--- config.mk ---
export PLATFORM = sky130hd
export DESIGN_NAME = weight_loader
export DESIGN_NICKNAME = d
export VERILOG_FILES = /design/src/rtl/weightbank_pkg.sv /design/src/rtl/weight_lane_skew.sv /design/src/rtl/weight_loader.sv
export SDC_FILE = /design/constraint.sdc
export NUM_CORES = 2
export LEC_CHECK = 0
export ABC_AREA = 1
export ABC_CLOCK_PERIOD_IN_PS = 6300
export CAP_MARGIN = 20
export CORE_MARGIN = 5
export CORE_UTILIZATION = 45
export CTS_BUF_LIST = sky130_fd_sc_hd__clkbuf_8
export CTS_CLUSTER_SIZE = 24
export DETAILED_ROUTE_END_ITERATION = 6
export PLACE_DENSITY = 0.68
export SETUP_SLACK_MARGIN = 0.2
export SLEW_MARGIN = 10
export SYNTH_ARGS = -nofsm -noshare
export SYNTH_HDL_FRONTEND = slang
export SYNTH_SLANG_ARGS = --single-unit
export TNS_END_PERCENT = 100
--- constraint.sdc ---
create_clock -name clk -period 6.3 [get_ports clk]
set_input_delay 0.945 -clock clk [delete_from_list [all_inputs] [get_ports clk]]
set_output_delay 0.945 -clock clk [all_outputs]
set_load 0.005 [all_outputs]
--- src/rtl/weightbank_pkg.sv ---
// Shared constants, state encoding and helpers for the skewed weight bank array
// and the loader that feeds it.
package weightbank_pkg;

  localparam int N      = 40;
  localparam int NDATA  = 24;
  localparam int NADDR  = 9;
  localparam int LANE_W = NDATA;
  localparam int CNT_W  = $clog2(N);

  localparam logic [CNT_W-1:0] LAST_IDX = CNT_W'(N - 1);
  localparam logic [CNT_W-1:0] CNT_ONE  = CNT_W'(1);
  localparam logic [NADDR:0]   ROW_ONE  = (NADDR + 1)'(1);

  typedef enum logic [1:0] {
    IDLE   = 2'd0,
    FILL   = 2'd1,
    LAUNCH = 2'd2,
    DRAIN  = 2'd3
  } state_t;

  // Row addresses wrap modulo the bank depth.
  function automatic logic [NADDR-1:0] row_addr(input logic [NADDR-1:0] base,
                                                input logic [NADDR-1:0] idx);
    return base + idx;
  endfunction

endpackage

--- src/rtl/weight_lane_skew.sv ---
// Token chain plus lane registers: lane k copies its fill-buffer word k cycles
// after a launch, matching the write-enable skew inside the bank array.
module weight_lane_skew
  import weightbank_pkg::*;
(
  input  logic                       clk,
  input  logic                       rst,
  input  logic                       launch,
  input  logic [N-1:0][LANE_W-1:0]   row_data,
  output logic [N-1:0][LANE_W-1:0]   lanes,
  output logic                       lane_tail
);

  logic [N-1:0] token;

  always_ff @(posedge clk or negedge rst) begin
    if (!rst) begin
      token <= '0;
    end else begin
      token <= {token[N-2:0], launch};
    end
  end

  // Lane 0 loads on the launch edge itself; lane k follows token bit k-1.
  always_ff @(posedge clk or negedge rst) begin
    if (!rst) begin
      lanes <= '0;
    end else begin
      if (launch) begin
        lanes[0] <= row_data[0];
      end
      for (int k = 1; k < N; k++) begin
        if (token[k-1]) begin
          lanes[k] <= row_data[k];
        end
      end
    end
  end

  // High during the first cycle in which the last lane holds the new row.
  assign lane_tail = token[N-1];

endmodule

--- src/rtl/weight_loader.sv ---
// Writer-side front end of the skewed weight RAM: gathers N stream words per
// row and launches each row into the bank array with per-lane skew.
module weight_loader
  import weightbank_pkg::*;
(
  input  logic                  clk,
  input  logic                  rst,
  input  logic                  cfg_start,
  input  logic [NADDR-1:0]      cfg_base,
  input  logic [NADDR:0]        cfg_rows,
  input  logic                  s_valid,
  output logic                  s_ready,
  input  logic [NDATA-1:0]      s_data,
  output logic [NDATA*N-1:0]    wb_in,
  output logic [NADDR-1:0]      wb_wraddr,
  output logic                  wb_wren,
  output logic                  busy,
  output logic                  done
);

  state_t                   state, state_nxt;
  logic [NADDR-1:0]         base_q, wraddr_q;
  logic [NADDR:0]           rows_q, row_idx, row_nxt;
  logic [CNT_W-1:0]         fill_cnt, wr_idx;
  logic [N-1:0][NDATA-1:0]  fill_buf;
  logic [N-1:0][NDATA-1:0]  lanes;
  logic                     ready_c, accept, launch, last_row, lane_tail, done_q;

  assign row_nxt  = row_idx + ROW_ONE;
  assign last_row = (row_nxt == rows_q);
  // During the launch cycle the buffer is already free at slot 0.
  assign wr_idx   = (state == LAUNCH) ? '0 : fill_cnt;
  assign accept   = s_valid & ready_c;

  always_ff @(posedge clk or negedge rst) begin
    if (!rst) begin
      state <= IDLE;
    end else begin
      state <= state_nxt;
    end
  end

  always_comb begin
    state_nxt = state;
    ready_c   = 1'b0;
    launch    = 1'b0;
    case (state)
      IDLE: begin
        if (cfg_start && cfg_rows != '0) begin
          state_nxt = FILL;
        end
      end
      FILL: begin
        ready_c = 1'b1;
        if (s_valid && fill_cnt == LAST_IDX) begin
          launch    = 1'b1;
          state_nxt = LAUNCH;
        end
      end
      LAUNCH: begin
        ready_c   = !last_row;
        state_nxt = last_row ? DRAIN : FILL;
      end
      DRAIN: begin
        if (lane_tail) begin
          state_nxt = IDLE;
        end
      end
      default: state_nxt = IDLE;
    endcase
  end

  always_ff @(posedge clk or negedge rst) begin
    if (!rst) begin
      base_q   <= '0;
      rows_q   <= '0;
      row_idx  <= '0;
      fill_cnt <= '0;
      wraddr_q <= '0;
      done_q   <= 1'b0;
    end else begin
      done_q <= (state == IDLE && cfg_start && cfg_rows == '0) ||
                (state == DRAIN && lane_tail);
      if (state == IDLE && cfg_start) begin
        base_q   <= cfg_base;
        rows_q   <= cfg_rows;
        row_idx  <= '0;
        fill_cnt <= '0;
      end else if (state == LAUNCH) begin
        row_idx  <= row_nxt;
        fill_cnt <= accept ? CNT_ONE : '0;
      end else if (accept) begin
        fill_cnt <= fill_cnt + CNT_ONE;
      end
      if (launch) begin
        wraddr_q <= row_addr(base_q, row_idx[NADDR-1:0]);
      end
    end
  end

  always_ff @(posedge clk or negedge rst) begin
    if (!rst) begin
      fill_buf <= '0;
    end else if (accept) begin
      fill_buf[wr_idx] <= s_data;
    end
  end

  weight_lane_skew u_skew (
    .clk       (clk),
    .rst       (rst),
    .launch    (launch),
    .row_data  (fill_buf),
    .lanes     (lanes),
    .lane_tail (lane_tail)
  );

  assign wb_in     = lanes;
  assign wb_wraddr = wraddr_q;
  assign wb_wren   = (state == LAUNCH);
  assign busy      = (state != IDLE);
  assign s_ready   = ready_c;
  assign done      = done_q;

endmodule

* Word-level counts from Yosys, hierarchy flattened
Cells that the tools add are included.
Storage, ports and cells: flip-flop bits (word level) 2007, input bits 47, output and inout bits 973, word-level logic and storage cells 135
Cells by class: add/subtract/negate cells 3, magnitude comparators 2, eq/ne operators 8, multiplexer cells 18, bitwise gates (word level) 1, reductions and logical operators 15
Operators by type and width (number):
- $bwmux W960 | 1
- $demux W24 S6 | 1
- $mux W24 | 1
- $mux W6 | 4
- $mux W10 | 2
- $add A10 B1 Y10 const B | 1
- $eq A10 B10 Y1 | 1
- $logic_not A10 Y1 | 1
- $reduce_bool A10 Y1 | 1
- $add A9 B9 Y9 | 1
- $mux W2 | 4
- $pmux W2 S4 | 1
- $lt A6 B7 Y1 const B | 1
- $add A6 B1 Y6 const B | 1
- $eq A6 B6 Y1 const B | 1
- $ge A6 B1 Y1 const B | 1
- $logic_and A1 B1 Y1 | 6
- $eq A2 B2 Y1 const B | 2
- $ne A2 B2 Y1 const B | 2
- $reduce_bool A2 Y1 | 2
- $mux W1 | 3
- $reduce_and A3 Y1 | 1
- $reduce_bool A3 Y1 | 1
- $eq A2 B1 Y1 const B | 1
- 6 further kinds | 6

* Logic depth before layout (Yosys ltp)
depth in word-level cells 8, gate-level depth with buffers 17

* Modules after synthesis
Synthesis repeated with hierarchy kept, for this count alone.
Unflattened totals: cells, all modules 8908, area total of the unflattened synthesis 82083.7 um2
By module, submodules not included:
- weight_loader | times used 1, cells an instance 4788, area an instance 42533.3 um2, sequential area each 25199.2 um2
- weight_lane_skew | times used 1, cells an instance 4120, area an instance 39550.4 um2, sequential area each 25024.0 um2

* Worst setup path after synthesis
OpenSTA, ideal clock, no wires.
path kind flip-flop to output port, start point reg row_idx[0], end point out s_ready, arrival time 1.834 ns, required time 5.355 ns, slack 3.521 ns, cell stages (with the launch flop) 14, buffers on the path 2, cell sequence dfrtp_1 ha_1 nand2_1 inv_1 nand3_1 nand2_1 nand2_1 nand2_1 nor2_1 nand3_1 o21bai_2 a21oi_4 buf_4 buf_2
On the way: longest elaborated chain between the ends 4
RTL lines:
- start: declaration | line weight_loader.sv:23 | logic [NADDR:0] rows_q, row_idx, row_nxt;
- start signal: assignment | line weight_loader.sv:90 | row_idx <= row_nxt;
- $add A10 B1 Y10 | line weight_loader.sv:29 | assign row_nxt = row_idx + ROW_ONE;
- $eq A10 B10 Y1 | line weight_loader.sv:30 | assign last_row = (row_nxt == rows_q);
- $logic_not A1 Y1 | line weight_loader.sv:61 | ready_c = !last_row;
- $pmux W1 S2 | line weight_loader.sv:47 | case (state)
- end: declaration | line weight_loader.sv:12 | output logic s_ready,
No other way between the ends.

* Worst setup path after layout
start point reg state[0], end point out s_ready
On the way: longest elaborated chain between the ends 2, elaborated cells between the ends (all ways) 3, classes of those cells eq/ne: 2; mux: 1
RTL lines:
- start: declaration | line weight_loader.sv:21 | state_t state, state_nxt;
- start signal: assignment | line weight_loader.sv:39 | state <= state_nxt;
- $eq A2 B2 Y1 or $eq A2 B1 Y1 (tied branches) | line weight_loader.sv:47
- $pmux W1 S2 (*) | line weight_loader.sv:47
Every way passes the cells marked *; elsewhere a longest branch is shown, timed or not.

==> qor.txt <==
status: finished clean
number of library cell types mapped by synthesis: 37
worst hold slack: 255.5 ps
max-slew violation count: 0
Util after Layout: 0.5604
Synth Area per Inst: 11.53 um2
Peak VDD IR: 0.0003761 V
global router's overall resource usage: 0.2950
routability-driven placement congestion ratio: 0.8511
detailed-placement wirelength estimate: 172.2 mm
R2R cell count: 9
Filler cells: 14760
Max H-tree Level: 5
final worst setup slack: 1221 ps
RSZ-0062 raised after global routing: no
largest net degree at the start of global routing: 207
critical path type: register to output pin
Design Area, Final: 98580 um2
gr ovfl total: 0
Root Buffer: clkbuf_8
DRT iter0 DRCs: 5931
Core ar.: 175900 um2
Pwr Total: 30.22 mW
vias per std cell: 5.774
dpl cell area: 91330 um2
WL per Instance: 27.07 um
row count: 154
dpl ws: 1953 ps
DIE AREA: 185300 um2
Hold Buf Count CTS: 1
sequential area share after synthesis: 0.6312
Final Cycle Share: 0.8062
Post-layout nets: 7856
Finished Layout Cells: 10380
TritonCTS Buffers: 341
Critical Path Source Type: register
Worst Hold Depth: 3
placed insts: 9767
number of gates resized after cts: 0
Max Fclk: 196.9 MHz
Die Span Y: 430.5 um
mapped cell area: 79570 um2
Yosys Warn Count: 0
Worst-Skew Late Latency: 1040 ps
Hold Path Class: input port to register
# Max-Cap Violations: 0
PortBufs: 1019
Net Count, Synth: 6965
Die W: 430.5 um
clock sinks: 2007
initial core utilization: 0.4523
Reg clk slew, reported paths: 60 ps
DR vias: 59940
worst-path fanout max: 14
flops & latches, synth: 2007
CTS max path bufs: 4
Leakage: 50.03 nW
Final Hold Vio Count: 0
DRT Wirelength: 281.1 mm
crit end category: output pin
Final setup viols: 0
pwr dens: 306.6 nW/um2
Final Skew: 61.42 ps
P&R area growth vs syn: 23.90%
initial antenna violation count: 23
Worst Max-Slew Pin Slew: 1306 ps
drt pass-1 iters: 6
vias in the first global route: 59500
Post-CTS Setup Bufs: 0
layout cell share with drive strength beyond 1: 0.2084
Worst EP required: 5350 ps
crit path DAT: 4130 ps
first-pass GRT wire length: 408.5 mm
Ports: 1020
TritonCTS clock tree: built
Final min period: 5079 ps
Worst slew margin: 0.1296
Post-DRT Antenna Nets: 0
TNS Setup: 0 ps
Syn Inst Count: 6902
DRC: 0
Yosys cell counts, drive strengths merged:
master / number / area [um2]
inv: 44 / 165.2
nor3: 6 / 30.03
mux2: 936 / 10540
nand3: 27 / 135.1
or2: 2 / 12.51
clkbuf: 444 / 1667
o21ai: 33 / 165.2
nor4: 1 / 6.260
a21oi: 6 / 41.29
nand4: 1010 / 6884
a31oi: 3 / 18.77
o21bai: 2 / 18.77
xnor2: 2 / 17.52
nor2: 62 / 242.7
a22oi: 1 / 7.510
nand3b: 3 / 22.52
dfrtp: 2007 / 50220
clkinv: 2 / 7.510
o41ai: 2 / 17.52
ha: 15 / 187.7
nand2: 2113 / 7936
fa: 1 / 20.02
o22ai: 3 / 18.77
buf: 167 / 1092
xor2: 9 / 78.83
a22o: 1 / 8.760
layer usage:
metal,track usage,routed length [um],share of wire,vias to the layer above
met5,0,13,0.000046,-
met4,0.2000,21280,0.076,2
met3,0.06621,21410,0.076,786
met2,0.4585,131700,0.47,2811
met1,0.3700,106700,0.38,30870
li1,-,-,-,25470
flip-flops by register name (all words and copies together) (netlist names), 6 cells and up:
name,count
u_skew.token,40
fill_cnt,6
wb_wraddr,9
row_idx,10
fill_buf,960
base_q,9
u_skew.lanes,960
rows_q,10
critical path, cell delays in order, from the launching register on:
cell and delay, ps:
dfrtp_1 400, inv_1 180, ha_1 570, clkinv_1 460
o21bai_2 370, a21oi_4 340, buf_4 170, clkdlybuf4s50_1 640
cell families (layout without fill, tap and decap cells):
| logic type | after synthesis | in the layout | share of synthesized area |
|---|---|---|---|
| AO/OA/AOI/OAI | 51 | 51 | 0.003727 |
| XOR/XNOR | 11 | 11 | 0.001211 |
| adder cells (fa/ha/maj) | 16 | 16 | 0.002610 |
| buffers and inverters | 657 | 1779 | 0.03684 |
| flip-flops | 2007 | 2007 | 0.6312 |
| multiplexers | 936 | 936 | 0.1325 |
| other | 0 | 18 | 0 |
| AND/OR/NAND/NOR | 3224 | 3224 | 0.1919 |
final cells by class:
class | count | area (um2) | share of cell area
antenna | 18 | 45.04 | 0.0004569
clock buffer | 433 | 5959 | 0.06045
clock inverter | 141 | 720.7 | 0.007311
inverter | 46 | 172.7 | 0.001752
multi-input combinational | 4238 | 26580 | 0.2696
sequential | 2007 | 50220 | 0.5095
tap | 2340 | 2928 | 0.02970
timing repair buffer | 1159 | 11960 | 0.1213
final timing paths:
check                                          from  slack, ps                             to
max                            state[0]$_DFFE_PN0P_       1220                        s_ready
min                                       s_data[5]        260      fill_buf[485]$_DFFE_PN0P_
max reg2reg                    state[0]$_DFFE_PN0P_       1890      fill_buf[375]$_DFFE_PN0P_
min reg2reg                fill_buf[14]$_DFFE_PN0P_        430   u_skew.lanes[14]$_DFFE_PN0P_
max in group asynchronous                       rst       3890      fill_buf[831]$_DFFE_PN0P_
min in group asynchronous                       rst        470  u_skew.lanes[320]$_DFFE_PN0P_
power breakdown:
part | leakage, nW | switching, mW | internal [mW] | total, mW
logic | 18.3 | 3.84 | 0.897 | 4.73
registers | 27.9 | 0.385 | 13.6 | 13.9
clock network | 3.84 | 5.21 | 6.33 | 11.5
cells in the final DEF, fill, tap and decap left out, drive strengths merged, types with 2 or more instances in the layout:
| cell | n |
|---|---|
| a21oi | 6 |
| a31oi | 3 |
| buf | 165 |
| bufinv | 5 |
| clkbuf | 433 |
| clkdlybuf4s50 | 993 |
| clkinv | 35 |
| clkinvlp | 5 |
| dfrtp | 2007 |
| diode | 18 |
| ha | 15 |
| inv | 142 |
| mux2 | 936 |
| nand2 | 2113 |
| nand3 | 27 |
| nand3b | 3 |
| nand4 | 1010 |
| nor2 | 62 |
| nor3 | 6 |
| o21ai | 33 |
| o21bai | 2 |
| o22ai | 3 |
| o41ai | 2 |
| or2 | 2 |
| xnor2 | 2 |
| xor2 | 9 |
(Power assumes the default switching activity.)
